$ cat src/rtl/mc_pkg.sv
// Shared encodings for the RV32I multicycle controller: FSM states, opcodes,
// datapath mux selects, ALU controls and the immediate-format decode.
package mc_pkg;

  typedef enum logic [3:0] {
    S_FETCH     = 4'd0,
    S_DECODE    = 4'd1,
    S_MEMADR    = 4'd2,
    S_MEMREAD   = 4'd3,
    S_MEMWB     = 4'd4,
    S_MEMWRITE  = 4'd5,
    S_EXEC_R    = 4'd6,
    S_EXEC_I    = 4'd7,
    S_ALUWB     = 4'd8,
    S_BRANCH    = 4'd9,
    S_JAL       = 4'd10,
    S_JALR      = 4'd11,
    S_JALR_LINK = 4'd12
  } state_e;

  typedef enum logic [1:0] {
    FN_ADD   = 2'd0,
    FN_SUB   = 2'd1,
    FN_FUNCT = 2'd2
  } alu_fn_e;

  localparam logic [6:0] OP_LOAD   = 7'b0000011;
  localparam logic [6:0] OP_STORE  = 7'b0100011;
  localparam logic [6:0] OP_R      = 7'b0110011;
  localparam logic [6:0] OP_IMM    = 7'b0010011;
  localparam logic [6:0] OP_BRANCH = 7'b1100011;
  localparam logic [6:0] OP_JAL    = 7'b1101111;
  localparam logic [6:0] OP_JALR   = 7'b1100111;

  localparam logic [1:0] SRCA_PC    = 2'b00;
  localparam logic [1:0] SRCA_OLDPC = 2'b01;
  localparam logic [1:0] SRCA_RD1   = 2'b10;

  localparam logic [1:0] SRCB_RD2  = 2'b00;
  localparam logic [1:0] SRCB_IMM  = 2'b01;
  localparam logic [1:0] SRCB_FOUR = 2'b10;

  localparam logic [1:0] RES_ALUOUT  = 2'b00;
  localparam logic [1:0] RES_MEMDATA = 2'b01;
  localparam logic [1:0] RES_ALU     = 2'b10;

  localparam logic [1:0] ALU_ADD = 2'b00;
  localparam logic [1:0] ALU_SUB = 2'b01;
  localparam logic [1:0] ALU_AND = 2'b10;
  localparam logic [1:0] ALU_OR  = 2'b11;

  localparam logic [1:0] IMM_I = 2'b00;
  localparam logic [1:0] IMM_S = 2'b01;
  localparam logic [1:0] IMM_B = 2'b10;
  localparam logic [1:0] IMM_J = 2'b11;

  // Immediate format depends only on the opcode, independent of FSM state.
  function automatic logic [1:0] imm_sel(input logic [6:0] op);
    case (op)
      OP_STORE:  imm_sel = IMM_S;
      OP_BRANCH: imm_sel = IMM_B;
      OP_JAL:    imm_sel = IMM_J;
      default:   imm_sel = IMM_I;
    endcase
  endfunction

endpackage

$ cat src/rtl/mc_alu_dec.sv
// ALU control decode: resolves the per-state ALU function (ADD, SUB or
// instruction-defined FUNCT) into the 2-bit ALU operation code.
module mc_alu_dec
  import mc_pkg::*;
(
  input  alu_fn_e     alu_fn_i,
  input  logic [2:0]  funct3_i,
  input  logic        funct7_5_i,
  input  logic        op5_i,
  output logic [1:0]  alu_ctrl_o
);

  always_comb begin
    // NOTE: assign a default before the case so every path drives the output and no latch is inferred.
    alu_ctrl_o = ALU_ADD;
    case (alu_fn_i)
      FN_SUB: alu_ctrl_o = ALU_SUB;
      FN_FUNCT: begin
        case (funct3_i)
          // instr[30] only selects SUB for register-register ops; addi ignores it.
          3'b000:  alu_ctrl_o = (op5_i && funct7_5_i) ? ALU_SUB : ALU_ADD;
          3'b111:  alu_ctrl_o = ALU_AND;
          3'b110:  alu_ctrl_o = ALU_OR;
          default: alu_ctrl_o = ALU_ADD;
        endcase
      end
      default: alu_ctrl_o = ALU_ADD;
    endcase
  end

endmodule

$ cat src/rtl/mc_control_fsm.sv
// Multicycle RV32I controller: a single state register plus combinational
// decode of every datapath enable and mux select.
module mc_control_fsm
  import mc_pkg::*;
(
  input  logic       clk,
  input  logic       rst,
  input  logic [6:0] op,
  input  logic [2:0] funct3,
  input  logic       funct7_5,
  input  logic       zero,
  input  logic       mem_ready,
  output logic       PCwrite,
  output logic       IRwrite,
  output logic       AdrSrc,
  output logic       memwr,
  output logic       regwr,
  output logic [1:0] ALUsrcA,
  output logic [1:0] ALUsrcB,
  output logic [1:0] ALUctrl,
  output logic [1:0] resultsrc,
  output logic [1:0] immsrc,
  output logic       illegal_op
);

  state_e  state_q, state_d;
  alu_fn_e alu_fn;

  always_ff @(posedge clk) begin
    // NOTE: state registers use non-blocking assignment so all flops update together at the edge.
    if (rst) state_q <= S_FETCH;
    else     state_q <= state_d;
  end

  always_comb begin
    state_d    = state_q;
    PCwrite    = 1'b0;
    IRwrite    = 1'b0;
    AdrSrc     = 1'b0;
    memwr      = 1'b0;
    regwr      = 1'b0;
    illegal_op = 1'b0;
    ALUsrcA    = SRCA_PC;
    ALUsrcB    = SRCB_RD2;
    resultsrc  = RES_ALUOUT;
    alu_fn     = FN_ADD;

    case (state_q)
      S_FETCH: begin
        ALUsrcB   = SRCB_FOUR;
        resultsrc = RES_ALU;
        PCwrite   = mem_ready;
        IRwrite   = mem_ready;
        if (mem_ready) state_d = S_DECODE;
      end
      S_DECODE: begin
        // Branch/jal target is precomputed here from OldPC + imm.
        ALUsrcA = SRCA_OLDPC;
        ALUsrcB = SRCB_IMM;
        case (op)
          OP_LOAD, OP_STORE: state_d = S_MEMADR;
          OP_R:              state_d = S_EXEC_R;
          OP_IMM:            state_d = S_EXEC_I;
          OP_BRANCH:         state_d = S_BRANCH;
          OP_JAL:            state_d = S_JAL;
          OP_JALR:           state_d = S_JALR;
          default: begin
            illegal_op = 1'b1;
            state_d    = S_FETCH;
          end
        endcase
      end
      S_MEMADR: begin
        ALUsrcA = SRCA_RD1;
        ALUsrcB = SRCB_IMM;
        state_d = op[5] ? S_MEMWRITE : S_MEMREAD;
      end
      S_MEMREAD: begin
        AdrSrc = 1'b1;
        if (mem_ready) state_d = S_MEMWB;
      end
      S_MEMWB: begin
        resultsrc = RES_MEMDATA;
        regwr     = 1'b1;
        state_d   = S_FETCH;
      end
      S_MEMWRITE: begin
        AdrSrc = 1'b1;
        memwr  = 1'b1;
        if (mem_ready) state_d = S_FETCH;
      end
      S_EXEC_R: begin
        ALUsrcA = SRCA_RD1;
        ALUsrcB = SRCB_RD2;
        alu_fn  = FN_FUNCT;
        state_d = S_ALUWB;
      end
      S_EXEC_I: begin
        ALUsrcA = SRCA_RD1;
        ALUsrcB = SRCB_IMM;
        alu_fn  = FN_FUNCT;
        state_d = S_ALUWB;
      end
      S_ALUWB: begin
        regwr   = 1'b1;
        state_d = S_FETCH;
      end
      S_BRANCH: begin
        // funct3[0] flips the sense of the zero flag: beq takes on zero, bne on non-zero.
        ALUsrcA = SRCA_RD1;
        alu_fn  = FN_SUB;
        PCwrite = zero ^ funct3[0];
        state_d = S_FETCH;
      end
      S_JAL: begin
        ALUsrcA = SRCA_OLDPC;
        ALUsrcB = SRCB_FOUR;
        PCwrite = 1'b1;
        state_d = S_ALUWB;
      end
      S_JALR: begin
        ALUsrcA = SRCA_RD1;
        ALUsrcB = SRCB_IMM;
        state_d = S_JALR_LINK;
      end
      S_JALR_LINK: begin
        // PC takes the target from ALUOut while the ALU forms the link value.
        ALUsrcA = SRCA_OLDPC;
        ALUsrcB = SRCB_FOUR;
        PCwrite = 1'b1;
        state_d = S_ALUWB;
      end
      default: state_d = S_FETCH;
    endcase

    // Reset wins over everything: no architectural side effect in the abort cycle.
    if (rst) begin
      state_d    = S_FETCH;
      PCwrite    = 1'b0;
      IRwrite    = 1'b0;
      AdrSrc     = 1'b0;
      memwr      = 1'b0;
      regwr      = 1'b0;
      illegal_op = 1'b0;
      ALUsrcA    = SRCA_PC;
      ALUsrcB    = SRCB_RD2;
      resultsrc  = RES_ALUOUT;
      alu_fn     = FN_ADD;
    end
  end

  assign immsrc = imm_sel(op);

  mc_alu_dec u_alu_dec (
    .alu_fn_i   (alu_fn),
    .funct3_i   (funct3),
    .funct7_5_i (funct7_5),
    .op5_i      (op[5]),
    .alu_ctrl_o (ALUctrl)
  );

endmodule

$ cat config.mk
export PLATFORM = sky130hd
export DESIGN_NAME = mc_control_fsm
export DESIGN_NICKNAME = d
export VERILOG_FILES = /design/src/rtl/mc_pkg.sv /design/src/rtl/mc_alu_dec.sv /design/src/rtl/mc_control_fsm.sv
export SDC_FILE = /design/constraint.sdc
export NUM_CORES = 1
export LEC_CHECK = 0
export BUFFER_PORTS_ARGS = -buffer_cell sky130_fd_sc_hd__buf_2
export CAP_MARGIN = 5
export CORE_UTILIZATION = 46
export CTS_CLUSTER_DIAMETER = 150
export DETAILED_ROUTE_END_ITERATION = 12
export MAX_ROUTING_LAYER = met4
export PLACE_DENSITY = 0.76
export SYNTH_ARGS = -nofsm -noshare
export SYNTH_HDL_FRONTEND = slang
export SYNTH_HIERARCHICAL = 1
export SYNTH_SLANG_ARGS = --single-unit
$ cat constraint.sdc
create_clock -name clk -period 2.5 [get_ports clk]
set_input_delay 0.5 -clock clk [delete_from_list [all_inputs] [get_ports clk]]
set_output_delay 0.5 -clock clk [all_outputs]
set_load 0.01 [all_outputs]
==> key figures <==
Run status
  • Status: finished, final reports clean

Power
  • Cell Pwr Density: 262 nW/µm²
  • Power share of the clock group: 31.7%
  • VDD IR max: 0.250 mV
  • Pint: 0.163 mW
  • Comb pwr share: 39.9%
  • Reg power frac: 28.3%
  • Lkg Pwr: 0.403 nW
  • Switch share: 32.4%
  • NetSw: 0.0782 mW

Finish
  • Number of flip-flops under the largest register name: 4
  • Ant diodes: 0
  • Area Growth Syn to Fin: 29.8%
  • Core Util, Final: 67.4%
  • Fill cells: 134
  • Design area: 921 µm²
  • Leading cell types in the layout, fill and taps excluded: buf_2 (30), nor2_1 (12), a21oi_1 (8), nor3_1 (8)
  • Final #Nets: 156
  • Layout cells sized above 1: 34.3%
  • Largest Register: state_q
  • Register area: 80.1 µm²
  • Most common cell after layout, fill and taps aside: buf_2
  • Top flop regs: state_q x4
  • Multi-input gate area: 578 µm²

Timing
  • RSZ-0062 raised after global routing: no
  • Final period util: 91.6%
  • Relative slew slack: 65.1%
  • Worst-Margin Slew: 0.519 ns
  • Final hold violation count: 0
  • Slew Viols, Final: 0
  • Fin crit period: 2.29 ns
  • Clock Skews: 0.00229 ns
  • Final TNS setup: 0 ns
  • Final setup vio count: 0
  • Max Clk Rate: 436 MHz

Setup path
  • Worst R2R Start: state_q[3]$_SDFFE_PP0P_
  • Crit path max-delay family: simple AND/OR/NAND/NOR gates
  • Worst Setup Start Kind: register
  • Data arrival, critical path: 1.79 ns
  • Crit Reg-Reg Endpoint: state_q[3]$_SDFFE_PP0P_
  • Setup crit end kind: output pin
  • Crit-path cells: nor3_1 > nor2b_1 > inv_1 > ha_1 > a221oi_2 > buf_2
  • R2R setup slack: 0.82 ns
  • R2R cell count: 5
  • Crit path buffers/inverters: 2
  • Worst EP required: 2.00 ns
  • CP max-delay cell: dfxtp_1
  • Worst path max stage delay: 0.37 ns
  • Crit Path Max Fanout: 6
  • CP Class: register to output pin

Clock tree
  • Later-pin clock latency in the skew report: 0.23 ns
  • CTS Buf Count: 3
  • CTS root buf: clkbuf_4
  • Number of H-tree levels: 1
  • CTS Sinks: 4
  • TritonCTS clock tree: done
  • CTS max path bufs: 2
  • Post_cts resized: 0
  • Clk pin slew, worst setup/hold paths: 0.04 ns
  • Post-CTS setup buffer count: 0
  • CTS Hold Bufs: 0

Synth
  • Yosys cell types: 38
  • Post-Syn Nets: 121
  • Mapped Area: 709 µm²
  • Sequential area share after synthesis: 11.3%
  • Yosys warning total: 6
  • Main flop type after synthesis: dfxtp_1
  • Post-synthesis async set-or-reset flop share: 0%
  • Number of synthesized flops with an enable pin: 0
  • Synthesis-stage register bit count: 4
  • Syn Area/Cell: 6.82 µm²
  • Synth Instances: 104

Drt
  • Antenna viol nets, final: 0
  • Initial DRC count: 20
  • Via count: 889
  • Vias/cell: 5.85
  • DRC Markers: 0
  • Total Wirelength: 2050 µm
  • Average wire per standard cell: 13.5 µm
  • Drt pass-1 iters: 4

Flow run
  • Max cap viols: 0

Floorplan
  • Die Area: 1700 µm²
  • Core area: 1370 µm²
  • Chip Height: 41.3 µm
  • Die width: 41.3 µm
  • Rows: 13
  • Starting density of the core: 51.9%
  • IO Pins: 31

Global routing
  • First-pass GRT wire length: 2990 µm
  • Vias in the first global route: 721
  • Largest net degree at the start of global routing: 17
  • Antenna violations before repair: 0
  • Total gr overflow: 0
  • Total global-route track usage: 27.0%

Placed design
  • Port buffer count: 30
  • Post-DP HPWL: 1600 µm
  • RePlAce Congestion: 0.847
  • Placed inst area: 898 µm²

Worst hold path
  • Hold path depth: 2
  • Hold Path End: state_q[0]$_SDFFE_PP0P_
  • Min-delay src: state_q[0]$_SDFFE_PP0P_
  • Worst min path class: register to register
[metal layers]
metal | up-vias | share of wire [%] | global-route usage [%]
met2 | 25 | 50 | 48.4
li1 | 446 | - | -
met3 | 2 | 3.5 | 0.543
met5 | - | 0 | -
met4 | 0 | 0.58 | 6.45
met1 | 416 | 46 | 33.2
[synth_stat cells (2+ instances only)]
cell,instances,area [µm²]
a2111oi_0,2,17.5
a21o_1,2,15.0
a21oi_1,8,40.0
a41oi_1,2,17.5
and3_1,2,12.5
buf_2,5,25.0
clkbuf_1,2,7.51
dfxtp_1,4,80.1
ha_1,2,25.0
inv_1,5,18.8
nand2_1,6,22.5
nand2b_1,7,43.8
nand3_1,2,10.0
nor2_1,12,45.0
nor2b_1,3,18.8
nor3_1,8,40.0
nor4_1,2,12.5
o21ai_0,5,25.0
or3_4,2,22.5
xnor2_1,5,43.8
[per-stage QoR]
step | hold slack (ns) | setup slack [ns] | total power [mW] | std cells
2_1_floorplan | 0.677 | 0.326 | 0.125 | 104
3_3_place_gp | 0.534 | 0.330 | 0.162 | 149
3_5_place_dp | 0.537 | 0.274 | 0.165 | 149
4_1_cts | 0.547 | 0.227 | 0.245 | 152
5_1_grt | 0.583 | 0.124 | 0.258 | 152
6_report | 0.554 | 0.209 | 0.241 | 152
[cells by family (layout without fill, tap and decap cells)]
kind of cell	after synthesis	after routing	synth area share, %
compound gates	28	28	29.1
xor+xnor	5	5	6.17
fa+ha+maj	2	2	3.53
buf+inv	12	45	7.23
flops	4	4	11.3
mux	2	2	3.00
simple gates	51	51	39.7
[power groups by stage]
stage	Sequential [mW]	Combinational (mW)	Clock [mW]
5_1_grt	0.0684	0.108	0.0816
2_1_floorplan	0.0677	0.0577	0
3_3_place_gp	0.0691	0.0931	0
6_report	0.0684	0.0964	0.0766
4_1_cts	0.0682	0.0960	0.0804
3_5_place_dp	0.0691	0.0955	0
[worst max-delay path by stage]
stage | startpoint | to | slack [ns] | depth (start not counted)
2_1_floorplan | rst | ALUctrl[0] | 0.33 | 7
3_3_place_gp | rst | ALUctrl[0] | 0.33 | 8
3_5_place_dp | rst | ALUctrl[0] | 0.27 | 7
4_1_cts | state_q[1]$_SDFFE_PP0P_ | ALUctrl[0] | 0.23 | 6
5_1_grt | state_q[1]$_SDFFE_PP0P_ | ALUctrl[0] | 0.12 | 6
6_report | state_q[1]$_SDFFE_PP0P_ | ALUctrl[0] | 0.21 | 6
[cell type report]
cell class	count	share of cell area, %
Clock buffer	3	2.45
Tap cell	15	2.04
Timing Repair Buffer	37	22.0
Sequential cell	4	8.70
Multi-Input combinational cell	88	62.8
Inverter	5	2.04
[worst register-to-register path, cell delays in order (launching register included)]
cell and delay (ns):
dfxtp_1 0.31, buf_4 0.19, nand2b_1 0.20, nor3_1 0.42
a41oi_1 0.18, a211oi_1 0.29
No activity file was read; power rests on OpenSTA's default activity.
